`src/rtl/mux16_scan_ctrl_pkg.sv`:
```
// Shared widths and state encodings for the mux16 scan sequencer.
package mux16_scan_ctrl_pkg;

  localparam int unsigned DATA_W = 16;
  localparam int unsigned SEL_W  = 4;

  typedef enum logic [1:0] {
    ST_IDLE = 2'd0,
    ST_SEND = 2'd1,
    ST_DONE = 2'd2
  } state_t;

endpackage

```
`src/rtl/mux16to1_using_4to1.sv`:
```
// 16:1 mux built as a two-level tree of 4:1 muxes.
module mux4to1 (
  input  logic [3:0] in,
  input  logic [1:0] sel,
  output logic       out
);

  assign out = in[sel];

endmodule

module mux16to1_using_4to1 (
  input  logic [15:0] in,
  input  logic [3:0]  sel,
  output logic        out
);

  logic [3:0] w_lvl1;

  mux4to1 u_m0 (.in(in[3:0]),   .sel(sel[1:0]), .out(w_lvl1[0]));
  mux4to1 u_m1 (.in(in[7:4]),   .sel(sel[1:0]), .out(w_lvl1[1]));
  mux4to1 u_m2 (.in(in[11:8]),  .sel(sel[1:0]), .out(w_lvl1[2]));
  mux4to1 u_m3 (.in(in[15:12]), .sel(sel[1:0]), .out(w_lvl1[3]));
  mux4to1 u_m4 (.in(w_lvl1),    .sel(sel[3:2]), .out(out));

endmodule

```
`src/rtl/mux16_scan_ctrl.sv`:
```
// Serialises a latched 16-bit word through the 16:1 mux by stepping sel
// over a wrap-around range, one bit per accepted valid/ready beat.
module mux16_scan_ctrl
  import mux16_scan_ctrl_pkg::*;
(
  input  logic              clk,
  input  logic              rst,
  input  logic              start,
  input  logic [DATA_W-1:0] data_in,
  input  logic [SEL_W-1:0]  first_sel,
  input  logic [SEL_W-1:0]  last_sel,
  output logic              out_bit,
  output logic              out_valid,
  input  logic              out_ready,
  output logic [SEL_W-1:0]  sel,
  output logic              busy,
  output logic              done
);

  state_t            r_state;
  state_t            w_state_nxt;
  logic [DATA_W-1:0] r_data;
  logic [SEL_W-1:0]  r_sel;
  logic [SEL_W-1:0]  r_last;
  logic              w_beat;

  assign w_beat = out_valid & out_ready;
  assign sel    = r_sel;

  always_comb begin
    w_state_nxt = ST_IDLE;
    out_valid   = 1'b0;
    busy        = 1'b0;
    done        = 1'b0;
    case (r_state)
      ST_IDLE: begin
        w_state_nxt = start ? ST_SEND : ST_IDLE;
      end
      ST_SEND: begin
        out_valid   = 1'b1;
        busy        = 1'b1;
        w_state_nxt = (out_ready && (r_sel == r_last)) ? ST_DONE : ST_SEND;
      end
      ST_DONE: begin
        busy        = 1'b1;
        done        = 1'b1;
        w_state_nxt = ST_IDLE;
      end
      default: w_state_nxt = ST_IDLE;
    endcase
  end

  always_ff @(posedge clk) begin
    if (rst) begin
      r_state <= ST_IDLE;
      r_data  <= '0;
      r_sel   <= '0;
      r_last  <= '0;
    end else begin
      r_state <= w_state_nxt;
      if ((r_state == ST_IDLE) && start) begin
        r_data <= data_in;
        r_sel  <= first_sel;
        r_last <= last_sel;
      end else if (w_beat && (r_sel != r_last)) begin
        // natural 4-bit overflow gives the 15 -> 0 wrap
        r_sel <= r_sel + 4'd1;
      end
    end
  end

  mux16to1_using_4to1 u_mux (
    .in  (r_data),
    .sel (r_sel),
    .out (out_bit)
  );

endmodule

```
`config.mk`:
```
export PLATFORM = sky130hd
export DESIGN_NAME = mux16_scan_ctrl
export DESIGN_NICKNAME = d
export VERILOG_FILES = /design/src/rtl/mux16_scan_ctrl_pkg.sv /design/src/rtl/mux16to1_using_4to1.sv /design/src/rtl/mux16_scan_ctrl.sv
export SDC_FILE = /design/constraint.sdc
export NUM_CORES = 1
export LEC_CHECK = 0
export CAP_MARGIN = 10
export CORE_ASPECT_RATIO = 1.2
export CORE_MARGIN = 1.5
export CORE_UTILIZATION = 38
export CTS_CLUSTER_DIAMETER = 150
export DETAILED_ROUTE_END_ITERATION = 12
export PLACE_DENSITY = 0.64
export SYNTH_ARGS = -nofsm -noshare
export SYNTH_HDL_FRONTEND = slang
export SYNTH_SLANG_ARGS = --single-unit
```
`constraint.sdc`:
```
create_clock -name clk -period 2.3 [get_ports clk]
set_clock_uncertainty 0.2 [all_clocks]
set_input_delay 0.575 -clock clk [delete_from_list [all_inputs] [get_ports clk]]
set_output_delay 0.575 -clock clk [all_outputs]
set_load 0.02 [all_outputs]
```
; Word level (Yosys, flattened, before mapping)
; Index checks and enable logic that the tools add are counted.
; Widths: inputs -> output; s select.
[word_totals]
ff_bits = 26
latchBits = 0
mem_bits_rw = 0
mem_bits_ro = 0
in_bits = 28
output_inout_bits = 8
elab_cells = 36
mem_count = 0
[op_classes]
add_sub_neg = 1
mul = 0
n_div = 0
magnitude_cmp = 2
n_eq_ne = 4
n_shift = 0
mux = 18
bitwise = 1
reduce_logical = 6
[ops]
columns = cell, n
row1 = $bmux 1 s2, 5
row2 = $mux 1, 9
row3 = $mux 4, 2
row4 = $lt 2x3->1 const B, 2
row5 = $add 4x1->4 const B, 1
row6 = $eq 4x4->1, 1
row7 = $ne 4x4->1, 1
row8 = $pmux 2 s2, 1
row9 = $logic_and 1x1->1, 3
row10 = $eq 2x1->1 const B, 1
row11 = $eq 2x2->1 const B, 1
row12 = $logic_not 2->1, 1
row13 = $mux 2, 1
row14 = $reduce_bool 2->1, 1
row15 = $reduce_or 2->1, 1
row16 = $and 1x1->1, 1

; Depth between registers and ports, before layout
[logic_depth]
ltp_word = 6
depth_mapped = 7

; Cells and area by module
; A second synthesis with hierarchy kept.
[hier_totals]
hier_cells = 133
hier_area_um2 = 1221.2
[by_module_without_submodules]
columns = mod, n_inst, cells_per_inst, area_per_inst_um2, seq_area_each_um2
row1 = mux16_scan_ctrl, 1, 128, 1108.6, 520.5
row2 = mux4to1, 5, 1, 22.5, 0.0

; Worst setup path before layout
; No wires, ideal clock.
[synth_path]
path_type = register -> output
startpoint = register r_sel[0] (netlist: sel[0])
endpoint = output port out_bit
arrival_time_ns = 1.661
path_slack_ns = -0.136
path_stages_with_launch = 4
n_path_buf = 1
path_cell_list = dfxtp_1 buf_6 mux4_2 mux4_2
[synth_between]
elab_chain_cells = 4
word_cells_on_any_way = 10
cone_classes = 10 x mux
[synth_lines]
columns = item, line
row1 = from (decl), mux16_scan_ctrl.sv:23  ; logic [SEL_W-1:0] r_sel;
row2 = from (signal assigned), mux16_scan_ctrl.sv:63  ; r_sel <= first_sel;
row3 = from (signal assigned), mux16_scan_ctrl.sv:67  ; r_sel <= r_sel + 4'd1;
row4 = $bmux 1 s2, mux16to1_using_4to1.sv:8  ; assign out = in[sel];
row5 = $mux 1 (implied by the code), mux16to1_using_4to1.sv:8
row6 = $bmux 1 s2 *, mux16to1_using_4to1.sv:8
row7 = $mux 1 (implied by the code) *, mux16to1_using_4to1.sv:8
row8 = to (decl), mux16_scan_ctrl.sv:12  ; output logic out_bit,
; Every way passes the cells marked *; elsewhere a longest branch is shown, timed or not. The select of a mux whose other input is x is not followed.

; Final worst setup path
; Same ends and word-level chain as after synthesis.

==> metrics.md <==
| Metric | Value |
|---|---|
| Worst-path clk slew | `around 0.14 ns` |
| Core Area | `3030 µm²` |
| Drt drc | `0` |
| # IOs | `36` |
| Dominant synthesized flop cell | `dfxtp_1` |
| Syn nets | `170` |
| Num CTS Buffers | `3` |
| Vias per Instance | `around 5.2` |
| Critical Path End Type | `output port` |
| Min cycle time layout | `2.65 ns` |
| Max Cap Violations | `0` |
| Worst Setup Start Kind | `flip-flop` |
| Port bufs | `35` |
| WP data required | `around 1.5 ns` |
| Clock Tree Buf Depth | `2` |
| Crit Reg-Reg Startpoint | `sel[0]` |
| DRT Pass-1 Iters | `4` |
| Hold Fails Final Rpt | `0` |
| Slew HR | `80.0%` |
| Setup Viol. Count Final | `1` |
| Die Span Y | `64.5 µm` |
| Simple-gate share of the synthesized area | `between 10% and 20%` |
| Clock Latency Late Sink | `0.32 ns` |
| Failing checks | `negative setup slack` |
| FF-to-FF End | `sel[2]` |
| Yosys top cell area share | `~43%` |
| Dpl ws | `-0.390 ns` |
| DP Wirelength | `2.06 mm` |
| Number of enable flip-flop cells after synthesis | `0` |
| Gate Count Post-Synth | `138` |
| N_diodes | `0` |
| Overall power | `1.05 mW` |
| Post-synthesis cell type count | `24` |
| Yosys Warn Count | `0` |
| Post-synth ARST share | `0%` |
| Worst vdd ir | `450 µV` |
| Root buffer cell | `clkbuf_4` |
| CTS tree | `yes` |
| Leak pwr | `0.681 nW` |
| Synth Register Bits | `26` |
| Area grow syn2layout | `40.3%` |
| Share of cells above drive strength 1 | `14.0%` |
| Antenna Nets Post-Route | `0` |
| Seq/Total Area, Yosys | `43.4%` |
| CP startpoint | `sel[0]` |
| PwrDens | `627 nW/µm²` |
| Max frequency | `378 MHz` |
| Mean Syn Cell Area | `8.69 µm²` |
| Total congestion overflow | `0` |
| Vias | `1103` |
| Vias in the first global route | `1082` |
| First-pass GRT wire length | `between 4 and 5 mm` |
| Complex-gate fraction of the synthesized area | `14.4%` |
| Worst Path Max Fanout | `5` |
| WL/cell | `12.7 µm` |
| Clock Sink Count | `26` |
| Largest net degree at the start of global routing | `24` |
| Worst Tran Pin Value | `0.298 ns` |
| Pins Over Slew Limit | `0` |
| Worst EP arrival | `1.87 ns` |
| Row Count | `22` |
| WHS Path Cells | `2` |
| R2R cell count | `6` |
| Number of antenna violations at the first check in global routing | `0` |
| RSZ-0062 raised after global routing | `true` |
| Status | `finished with violations` |
| Synth Area in XOR/XNOR | `3.65%` |
| Number of fill cells | `296` |
| Final worst-path cycle share | `115%` |
| Finished Core Util | `between 50 and 60%` |
| Total Routing Usage GR | `between 15 and 20%` |
| Fin cells | `214` |
| Crit Path Category | `reg -> out` |
| Adder-Cell Fraction of Synth Area | `4.18%` |
| RD Place Congestion | `0.789` |
| Routed wire length | `2.72 mm` |
| Placed Cells | `209` |
| Starting Density | `39.6%` |
| Largest area contributor in the netlist | `dfxtp_1` |
| Largest family of logic cells by synthesized area | `simple AND/OR/NAND/NOR gates` |
| Post-Syn Area | `1200 µm²` |
| Die ar. | `3500 µm²` |
| Die Width | `roughly 54 µm` |
| R2R Setup Slk | `0.36 ns` |
| Mux share of post-synthesis cell area | `9.39%` |
| Drt initial violations | `22` |
| Worst setup endpoint | `out_bit` |
| Final setup margin | `-0.348 ns` |
| Post-layout net count | `211` |
| CTS H-tree depth | `1` |
| Ranking of synthesized cells by area | `dfxtp_1, nand2_1, mux4_2` |
| Hold Path Class | `reg -> reg` |
-- how the worst min path moves through the flow --
stage          slack, ns    endpoint        from
4_1_cts             0.27  r_data[10]  r_data[10]
5_1_grt             0.28   r_data[7]   r_data[7]
3_5_place_dp        0.25   r_data[9]   r_data[9]
3_3_place_gp        0.25   r_data[7]   r_data[7]
6_report            0.27  r_data[10]  r_data[10]
2_1_floorplan       0.23  r_data[10]  r_data[10]
-- cells in the mapped netlist, types with 2 or more instances --
master and n:
nand2_1 43, dfxtp_1 26, a21oi_1 22, clkbuf_1 8, mux4_2 5, xnor2_1 5, ha_1 4, a211oi_1 3
inv_1 3, nor2_1 3, buf_6 2, o21ai_0 2
-- state kept, by name (all words and copies together) (netlist names) --
signal	cells
r_data	16
r_last	4
sel	4
r_state	2
-- per-stage QoR --
stage / TNS [ns] / cell area, µm² / hold slack, ns
finish: -0.348 / 1680 / 0.266
global placement: -0.367 / 1620 / 0.249
CTS: -0.364 / 1670 / 0.270
detailed placement: -0.390 / 1620 / 0.248
global route: -0.414 / 1680 / 0.281
floorplan: -0.0136 / 1200 / 0.233
-- critical path, cell delays in order (launching register included) --
cell     delay, ns
dfxtp_4       0.42
mux4_2        0.50
mux4_2        0.49
buf_6         0.15
-- placed cells by master, fill, tap and decap left out, drive strengths merged --
cell and count:
nand2 43, clkdlybuf4s50 28, dfxtp 26, a21oi 22, buf 12, mux4 5, xnor2 5, ha 4
clkbuf 4, inv 3, a211oi 3, nor2 3, dlygate4sd2 3, dlymetal6s2s 3, o21ai 2, and4 2
and2 1, nand3 1, or2 1, o211ai 1, or4 1, a31oi 1, nand4 1, nor3 1
a41oi 1, nor4 1
-- power breakdown --
part	internal, mW	leakage (nW)	switching (mW)
Combinational	0.147	0.440	0.126
Sequential	0.485	0.215	0.0265
Clock	0.133	0.0261	0.137
-- logic make-up (layout without fill, tap and decap cells) --
kind of cell             Yosys count  count (layout)
AND/OR/NAND/NOR                   55              55
flip-flops                        26              26
multiplexers                       5               5
buffers and inverters             13              53
adder cells (fa/ha/maj)            4               4
XOR/XNOR                           5               5
AO/OA/AOI/OAI                     30              30
-- timing repair --
action,CTS,global route
endpoints found under the setup margin,4,4
endpoints found under the hold margin,0,0
hold buffers,0,0
buffers inserted,1,0
resized for setup,10,3
-- layout make-up --
class | count | area [µm²] | share of cell area, %
Multi-Input combinational cell | 99 | 614 | 36.5
Sequential cell | 26 | 526 | 31.3
Inverter | 3 | 11.3 | 0.670
Tap cell | 36 | 45.0 | 2.68
Clock buffer | 4 | 47.5 | 2.83
Timing Repair Buffer | 46 | 438 | 26.0
-- per-layer routing --
metal | routed length [µm] | share of wire, % | vias to the layer above | track usage, %
li1 | - | - | 549 | -
met1 | 1070 | 39 | 524 | 18.1
met2 | 1490 | 55 | 28 | 33.3
met3 | 134 | 4.9 | 2 | 2.07
met4 | 16 | 0.59 | 0 | 3.75
met5 | 0 | 0 | - | 0
Power figures use the tool's default switching activity.
